--- src/rtl/clock_ctrl_pkg.sv ---
// Shared definitions for the century clock set-mode controller: state codes,
// field indices and the HEX digit groups owned by each field in each view.
package clock_ctrl_pkg;

  localparam logic [2:0] ST_RUN  = 3'd0;
  localparam logic [2:0] ST_SEC  = 3'd1;
  localparam logic [2:0] ST_MIN  = 3'd2;
  localparam logic [2:0] ST_HOUR = 3'd3;
  localparam logic [2:0] ST_DAY  = 3'd4;
  localparam logic [2:0] ST_MON  = 3'd5;
  localparam logic [2:0] ST_YEAR = 3'd6;

  typedef enum logic [2:0] {
    RUN    = ST_RUN,
    S_SEC  = ST_SEC,
    S_MIN  = ST_MIN,
    S_HOUR = ST_HOUR,
    S_DAY  = ST_DAY,
    S_MON  = ST_MON,
    S_YEAR = ST_YEAR
  } state_t;

  localparam int FLD_SEC   = 0;
  localparam int FLD_MIN   = 1;
  localparam int FLD_HOUR  = 2;
  localparam int FLD_DAY   = 3;
  localparam int FLD_MONTH = 4;
  localparam int FLD_YEAR  = 5;

  localparam logic [7:0] TIME_SEC_MASK   = 8'b0000_0011;
  localparam logic [7:0] TIME_MIN_MASK   = 8'b0000_1100;
  localparam logic [7:0] TIME_HOUR_MASK  = 8'b0011_0000;
  localparam logic [7:0] DATE_DAY_MASK   = 8'b1100_0000;
  localparam logic [7:0] DATE_MONTH_MASK = 8'b0011_0000;
  localparam logic [7:0] DATE_YEAR_MASK  = 8'b0000_1111;

  function automatic logic [5:0] field_onehot(input state_t s);
    logic [5:0] oh;
    oh = '0;
    case (s)
      S_SEC:   oh[FLD_SEC]   = 1'b1;
      S_MIN:   oh[FLD_MIN]   = 1'b1;
      S_HOUR:  oh[FLD_HOUR]  = 1'b1;
      S_DAY:   oh[FLD_DAY]   = 1'b1;
      S_MON:   oh[FLD_MONTH] = 1'b1;
      S_YEAR:  oh[FLD_YEAR]  = 1'b1;
      default: oh = '0;
    endcase
    return oh;
  endfunction

  // Digits that blink: only those of the selected field, and only if visible in this view.
  function automatic logic [7:0] blink_mask(input state_t s, input logic time_view);
    logic [7:0] m;
    m = '0;
    case (s)
      S_SEC:   m = time_view ? TIME_SEC_MASK   : 8'h00;
      S_MIN:   m = time_view ? TIME_MIN_MASK   : 8'h00;
      S_HOUR:  m = time_view ? TIME_HOUR_MASK  : 8'h00;
      S_DAY:   m = time_view ? 8'h00 : DATE_DAY_MASK;
      S_MON:   m = time_view ? 8'h00 : DATE_MONTH_MASK;
      S_YEAR:  m = time_view ? 8'h00 : DATE_YEAR_MASK;
      default: m = '0;
    endcase
    return m;
  endfunction

  function automatic state_t next_field(input state_t s);
    state_t n;
    case (s)
      S_SEC:   n = S_MIN;
      S_MIN:   n = S_HOUR;
      S_HOUR:  n = S_DAY;
      S_DAY:   n = S_MON;
      S_MON:   n = S_YEAR;
      default: n = S_SEC;
    endcase
    return n;
  endfunction

endpackage

--- src/rtl/btn_edge.sv ---
// Registered copy of a debounced button level; press is high for one cycle
// on the first cycle the level is seen high.
module btn_edge (
  input  logic clk,
  input  logic rstn,
  input  logic level,
  output logic press
);

  logic prev;

  always_ff @(posedge clk or negedge rstn) begin
    if (!rstn) prev <= 1'b0;
    else       prev <= level;
  end

  assign press = level & ~prev;

endmodule

--- src/rtl/clock_set_controller.sv ---
// Set-mode sequencer for the century clock: field selection FSM, sticky inc/dec
// requests consumed at the 1 s tick, idle timeout and per-digit blink enables.
module clock_set_controller
  import clock_ctrl_pkg::*;
#(
  parameter int BLINK_HALF = 12_499_999,
  parameter int TIMEOUT_S  = 10
) (
  input  logic       CLOCK_50,
  input  logic       rstn,
  input  logic       set_enable,
  input  logic       btn_mode,
  input  logic       btn_inc,
  input  logic       btn_dec,
  input  logic       tick_1s,
  input  logic       display,
  output logic [5:0] field_sel,
  output logic       inc_req,
  output logic       dec_req,
  output logic       run_en,
  output logic       set_active,
  output logic [7:0] hex_on
);

  localparam int BW = (BLINK_HALF > 0) ? $clog2(BLINK_HALF + 1) : 1;
  localparam int TW = (TIMEOUT_S > 1) ? $clog2(TIMEOUT_S + 1) : 1;
  localparam logic [BW-1:0] BLINK_MAX    = BW'(BLINK_HALF);
  localparam logic [TW-1:0] TIMEOUT_LAST = TW'(TIMEOUT_S - 1);

  state_t        state, state_nxt;
  logic          mode_p, inc_p, dec_p, any_p;
  logic          inc_nxt, dec_nxt;
  logic [TW-1:0] idle_cnt, idle_nxt;
  logic [BW-1:0] blink_cnt;
  logic          phase;
  logic          display_q;
  logic          timeout_hit;

  btn_edge u_mode (.clk(CLOCK_50), .rstn(rstn), .level(btn_mode), .press(mode_p));
  btn_edge u_inc  (.clk(CLOCK_50), .rstn(rstn), .level(btn_inc),  .press(inc_p));
  btn_edge u_dec  (.clk(CLOCK_50), .rstn(rstn), .level(btn_dec),  .press(dec_p));

  assign any_p       = mode_p | inc_p | dec_p;
  assign timeout_hit = tick_1s && !any_p && (idle_cnt == TIMEOUT_LAST);

  // A press in the tick cycle is evaluated ahead of the tick clear, so it survives.
  always_comb begin
    state_nxt = state;
    inc_nxt   = inc_req;
    dec_nxt   = dec_req;
    idle_nxt  = idle_cnt;
    if (!set_enable) begin
      state_nxt = RUN;
      inc_nxt   = 1'b0;
      dec_nxt   = 1'b0;
      idle_nxt  = '0;
    end else if (state == RUN) begin
      inc_nxt  = 1'b0;
      dec_nxt  = 1'b0;
      idle_nxt = '0;
      if (mode_p) state_nxt = S_SEC;
    end else if (mode_p) begin
      state_nxt = next_field(state);
      inc_nxt   = 1'b0;
      dec_nxt   = 1'b0;
      idle_nxt  = '0;
    end else if (timeout_hit) begin
      state_nxt = RUN;
      inc_nxt   = 1'b0;
      dec_nxt   = 1'b0;
      idle_nxt  = '0;
    end else begin
      if (any_p)        idle_nxt = '0;
      else if (tick_1s) idle_nxt = idle_cnt + TW'(1);
      if (inc_p && dec_p) begin
        inc_nxt = 1'b0;
        dec_nxt = 1'b0;
      end else if (inc_p) begin
        inc_nxt = 1'b1;
        dec_nxt = 1'b0;
      end else if (dec_p) begin
        inc_nxt = 1'b0;
        dec_nxt = 1'b1;
      end else if (tick_1s) begin
        inc_nxt = 1'b0;
        dec_nxt = 1'b0;
      end
    end
  end

  always_ff @(posedge CLOCK_50 or negedge rstn) begin
    if (!rstn) begin
      state    <= RUN;
      inc_req  <= 1'b0;
      dec_req  <= 1'b0;
      idle_cnt <= '0;
    end else begin
      state    <= state_nxt;
      inc_req  <= inc_nxt;
      dec_req  <= dec_nxt;
      idle_cnt <= idle_nxt;
    end
  end

  // Every field change restarts the blink lit, so the new field is visible at once.
  always_ff @(posedge CLOCK_50 or negedge rstn) begin
    if (!rstn) begin
      blink_cnt <= '0;
      phase     <= 1'b1;
      display_q <= 1'b1;
    end else begin
      display_q <= display;
      if (state_nxt != state || state == RUN) begin
        blink_cnt <= '0;
        phase     <= 1'b1;
      end else if (blink_cnt == BLINK_MAX) begin
        blink_cnt <= '0;
        phase     <= ~phase;
      end else begin
        blink_cnt <= blink_cnt + BW'(1);
      end
    end
  end

  assign field_sel  = field_onehot(state);
  assign run_en     = (state == RUN);
  assign set_active = (state != RUN);
  assign hex_on     = phase ? 8'hFF : ~blink_mask(state, display_q);

endmodule

--- config.mk ---
export PLATFORM = sky130hd
export DESIGN_NAME = clock_set_controller
export DESIGN_NICKNAME = d
export VERILOG_FILES = /design/src/rtl/clock_ctrl_pkg.sv /design/src/rtl/btn_edge.sv /design/src/rtl/clock_set_controller.sv
export SDC_FILE = /design/constraint.sdc
export NUM_CORES = 1
export LEC_CHECK = 0
export BUFFER_PORTS_ARGS = -buffer_cell sky130_fd_sc_hd__buf_2
export CORE_MARGIN = 2
export CORE_UTILIZATION = 25
export DETAILED_ROUTE_END_ITERATION = 8
export SLEW_MARGIN = 20
export SYNTH_ARGS = -nofsm -noshare
export SYNTH_HDL_FRONTEND = slang
export SYNTH_SLANG_ARGS = --single-unit
--- constraint.sdc ---
create_clock -name CLOCK_50 -period 3.7 [get_ports CLOCK_50]
set_input_delay 0.185 -clock CLOCK_50 [delete_from_list [all_inputs] [get_ports CLOCK_50]]
set_output_delay 0.185 -clock CLOCK_50 [all_outputs]
set_load 0.01 [all_outputs]
==> impl_metrics.env <==
export IMPL_status="finished with violations"
export IMPL_failed_checks="negative hold slack"
export IMPL_drt_iter0_drc=88
export IMPL_portBuffers=25
export IMPL_worstSetupEndpoint="blink_cnt[3]"
export IMPL_synth_top_cell_area_share_pct=43.32
export IMPL_fp_dieW_um=95.20
export IMPL_cpPeakStageDelay_ns=0.70
export IMPL_drive_gt1_share_pct=18.83
export IMPL_critPathSlowestCell="o211ai_2"
export IMPL_met1_usage_pct=13.03
export IMPL_startpoint="blink_cnt[0]"
export IMPL_num_rows=33
export IMPL_final_cells=344
export IMPL_ctsHtreeMaxLevel=2
export IMPL_min_period_ns=2.135
export IMPL_ys_warn_count=0
export IMPL_avgRoutedWirePerCell_um=12.31
export IMPL_yosysTopAreaCell="dfrtp_1"
export IMPL_fin_crit_sh_pct=57.70
export IMPL_criticalPathCategory="reg2reg"
export IMPL_grt_pass1_wl_um=7389
export IMPL_crit_path_end_kind="flip-flop"
export IMPL_cts_buffers=5
export IMPL_num_vias=1644
export IMPL_powerDensity_mw_per_mm2=374.0
export IMPL_critPathLaunchType="flip-flop"
export IMPL_yosys_top_cells_area="dfrtp_1 43%, nor2_1 4.9%, xor2_1 4.2%"
export IMPL_hold_ws_ns=-0.01092
export IMPL_syn_nets=228
export IMPL_design_portCount=26
export IMPL_avgSynthCellArea_um2=9.583
export IMPL_synth_compound_area_share_pct=9.747
export IMPL_cts_max_path_buffers=2
export IMPL_crit_chain="ha_1 -> and4_1 -> nand2_1 -> o211ai_2 -> nor2_1"
export IMPL_synth_area_mm2=0.002079
export IMPL_synthXorXnorAreaFrac_pct=7.581
export IMPL_async_flop_share_pct=100.0
export IMPL_total_power_mw=0.9027
export IMPL_crit_buf_inv=0
export IMPL_antenna_found_initial=0
export IMPL_top_usage_layer="met2"
export IMPL_drv_cap=0
export IMPL_core_area_mm2=0.008134
export IMPL_hpwlAfterDp_um=2972
export IMPL_cp_top_family="compound AO/OA/AOI/OAI gates"
export IMPL_synthAdderAreaFrac_pct=1.805
export IMPL_die_y_um=95.20
export IMPL_synth_top_family_by_area="simple AND/OR/NAND/NOR gates"
export IMPL_peakVddDrop_mv=0.1233
export IMPL_grt_pass1_vias=1624
export IMPL_tightestPinTransition_ns=0.8654
export IMPL_finalSetupViolations=0
export IMPL_cts_repair_resized=0
export IMPL_worstSkewPairLatency_ns=0.30
export IMPL_syn2layout_area_growth_pct=16.06
export IMPL_grt_max_degree=39
export IMPL_finalClockSkew_ns=0.01281
export IMPL_synth_common_cells="36 x dfrtp_1, 27 x nor2_1, 12 x nand2_1"
export IMPL_synthSimpleGateAreaFrac_pct=30.32
export IMPL_rsz0062_at_grt="no"
export IMPL_fin_area_mm2=0.002414
export IMPL_cp_depth=5
export IMPL_synth_most_common_cell="dfrtp_1"
export IMPL_reg2reg_to="blink_cnt[3]"
export IMPL_drc_errors=0
export IMPL_p_leak_nw=0.9287
export IMPL_initial_core_util_pct=25.57
export IMPL_antenna_diode_count=0
export IMPL_arrival_ns=2.27
export IMPL_ys_seq_area_share_pct=45.85
export IMPL_ys_types=44
export IMPL_ff2ff_setup_slack_ns=1.57
export IMPL_placed_cell_area_mm2=0.002261
export IMPL_cts_root_buf="clkbuf_8"
export IMPL_cts_sinks=38
export IMPL_timing_fmax_ghz=0.4684
export IMPL_finish_net_count=249
export IMPL_dieArea_mm2=0.009063
export IMPL_hp_class="in2async"
export IMPL_grtUsageMet3_pct=3.083
export IMPL_tns_ns=0
export IMPL_vias_per_cell=4.779
export IMPL_dp_cells=335
export IMPL_synth_edff_count=0
export IMPL_yosys_most_used_dff="dfrtp_1"
export IMPL_routed_wl_um=4233
export IMPL_use_met2_pct=17.08
export IMPL_post_cts_buffers=0
export IMPL_worstPathMaxFanout=19
export IMPL_ant_nets=0
export IMPL_maxSlewHeadroom_pct=42.14
export IMPL_clkTransAtPathRegs_ns=0.08
export IMPL_slew_violations=0
export IMPL_syn_inst=217
export IMPL_ff2ff_path_depth=5
export IMPL_synth_seq_cells=38
export IMPL_critical_path_required_ns=3.84
export IMPL_gr_usage_all_layers_pct=10.50
export IMPL_gp_congestion=0.7897
export IMPL_final_hold_violation_count=27
export IMPL_first_pass_iters=4
export IMPL_reg2reg_from="blink_cnt[0]"
export IMPL_muxShareOfSynthArea_pct=0
export IMPL_cts_tree="yes"
export IMPL_grt_overflow_total=0
[cell usage in the layout (no fill, tap or decap), types with 6 or more instances in the layout]
cell and n:
inv_1 6, a21oi_1 10, o21ai_0 8, buf_2 25
nand4_1 8, xnor2_1 8, nand2b_1 7, dfrtp_1 36
nand3_1 10, nor2_1 27, xor2_1 10, clkbuf_8 6
nand2_1 12
[where the power goes]
part           internal [mW]  switching [mW]  leakage [nW]
logic                 0.0139          0.0266         0.341
registers              0.420         0.00520         0.516
clock network          0.288           0.150        0.0714
[metrics by stage]
step | hold slack [ns] | util (%) | setup slack, ns
CTS | 0.01079 | 29.67 | 1.566
global placement | 0.2992 | 27.80 | 1.648
detailed placement | 0.2983 | 27.80 | 1.576
global route | 0.01430 | 29.67 | 1.399
finish | -0.01092 | 29.67 | 1.565
floorplan | -0.1106 | - | 1.960
[cells by family (layout without fill, tap and decap cells)]
family / count (synthesis) / in the layout
AOI/OAI and AO/OA: 32 / 32
xor gates and xnor gates: 18 / 18
adders and majority gates: 3 / 3
buffers and inverters: 18 / 40
DFF: 38 / 38
and+or+nand+nor: 108 / 108
[how the worst min path moves through the flow]
stage | endpoint | from | slack [ns]
4_1_cts | u_mode.prev | btn_mode | 0.01
6_report | blink_cnt[18] | rstn | -0.01
3_3_place_gp | display_q | display | 0.30
5_1_grt | u_mode.prev | btn_mode | 0.01
2_1_floorplan | blink_cnt[0] | rstn | -0.11
3_5_place_dp | display_q | display | 0.30
[sequential cells by signal, summed over array words and instances, names as in the netlist]
signal	flops
blink_cnt	24
idle_cnt	4
phase	1
u_mode.prev	1
state	3
inc_req	1
u_dec.prev	1
display_q	1
u_inc.prev	1
dec_req	1
[layout make-up]
class / count / area, um^2
Inverter: 6 / 22.52
Tap cell: 105 / 131.4
Multi-Input combinational cell: 161 / 1028
Clock inverter: 2 / 60.06
Fill cell: 835 / 5720
Sequential cell: 38 / 953.4
Timing Repair Buffer: 26 / 135.1
Clock buffer: 6 / 82.58
[timing repair]
item                                   in CTS  in global routing
endpoints found under the hold margin       1                  0
setup endpoints to repair                   0                  0
hold buffers                                1                  0
[layer usage]
| metal | part of all wire [%] | vias up |
|---|---|---|
| li1 | - | 808 |
| met3 | 4.7 | 7 |
| met1 | 47 | 800 |
| met5 | 0 | - |
| met4 | 1.6 | 0 |
| met2 | 46 | 29 |
Note: power is estimated with default switching activity, not from simulation.
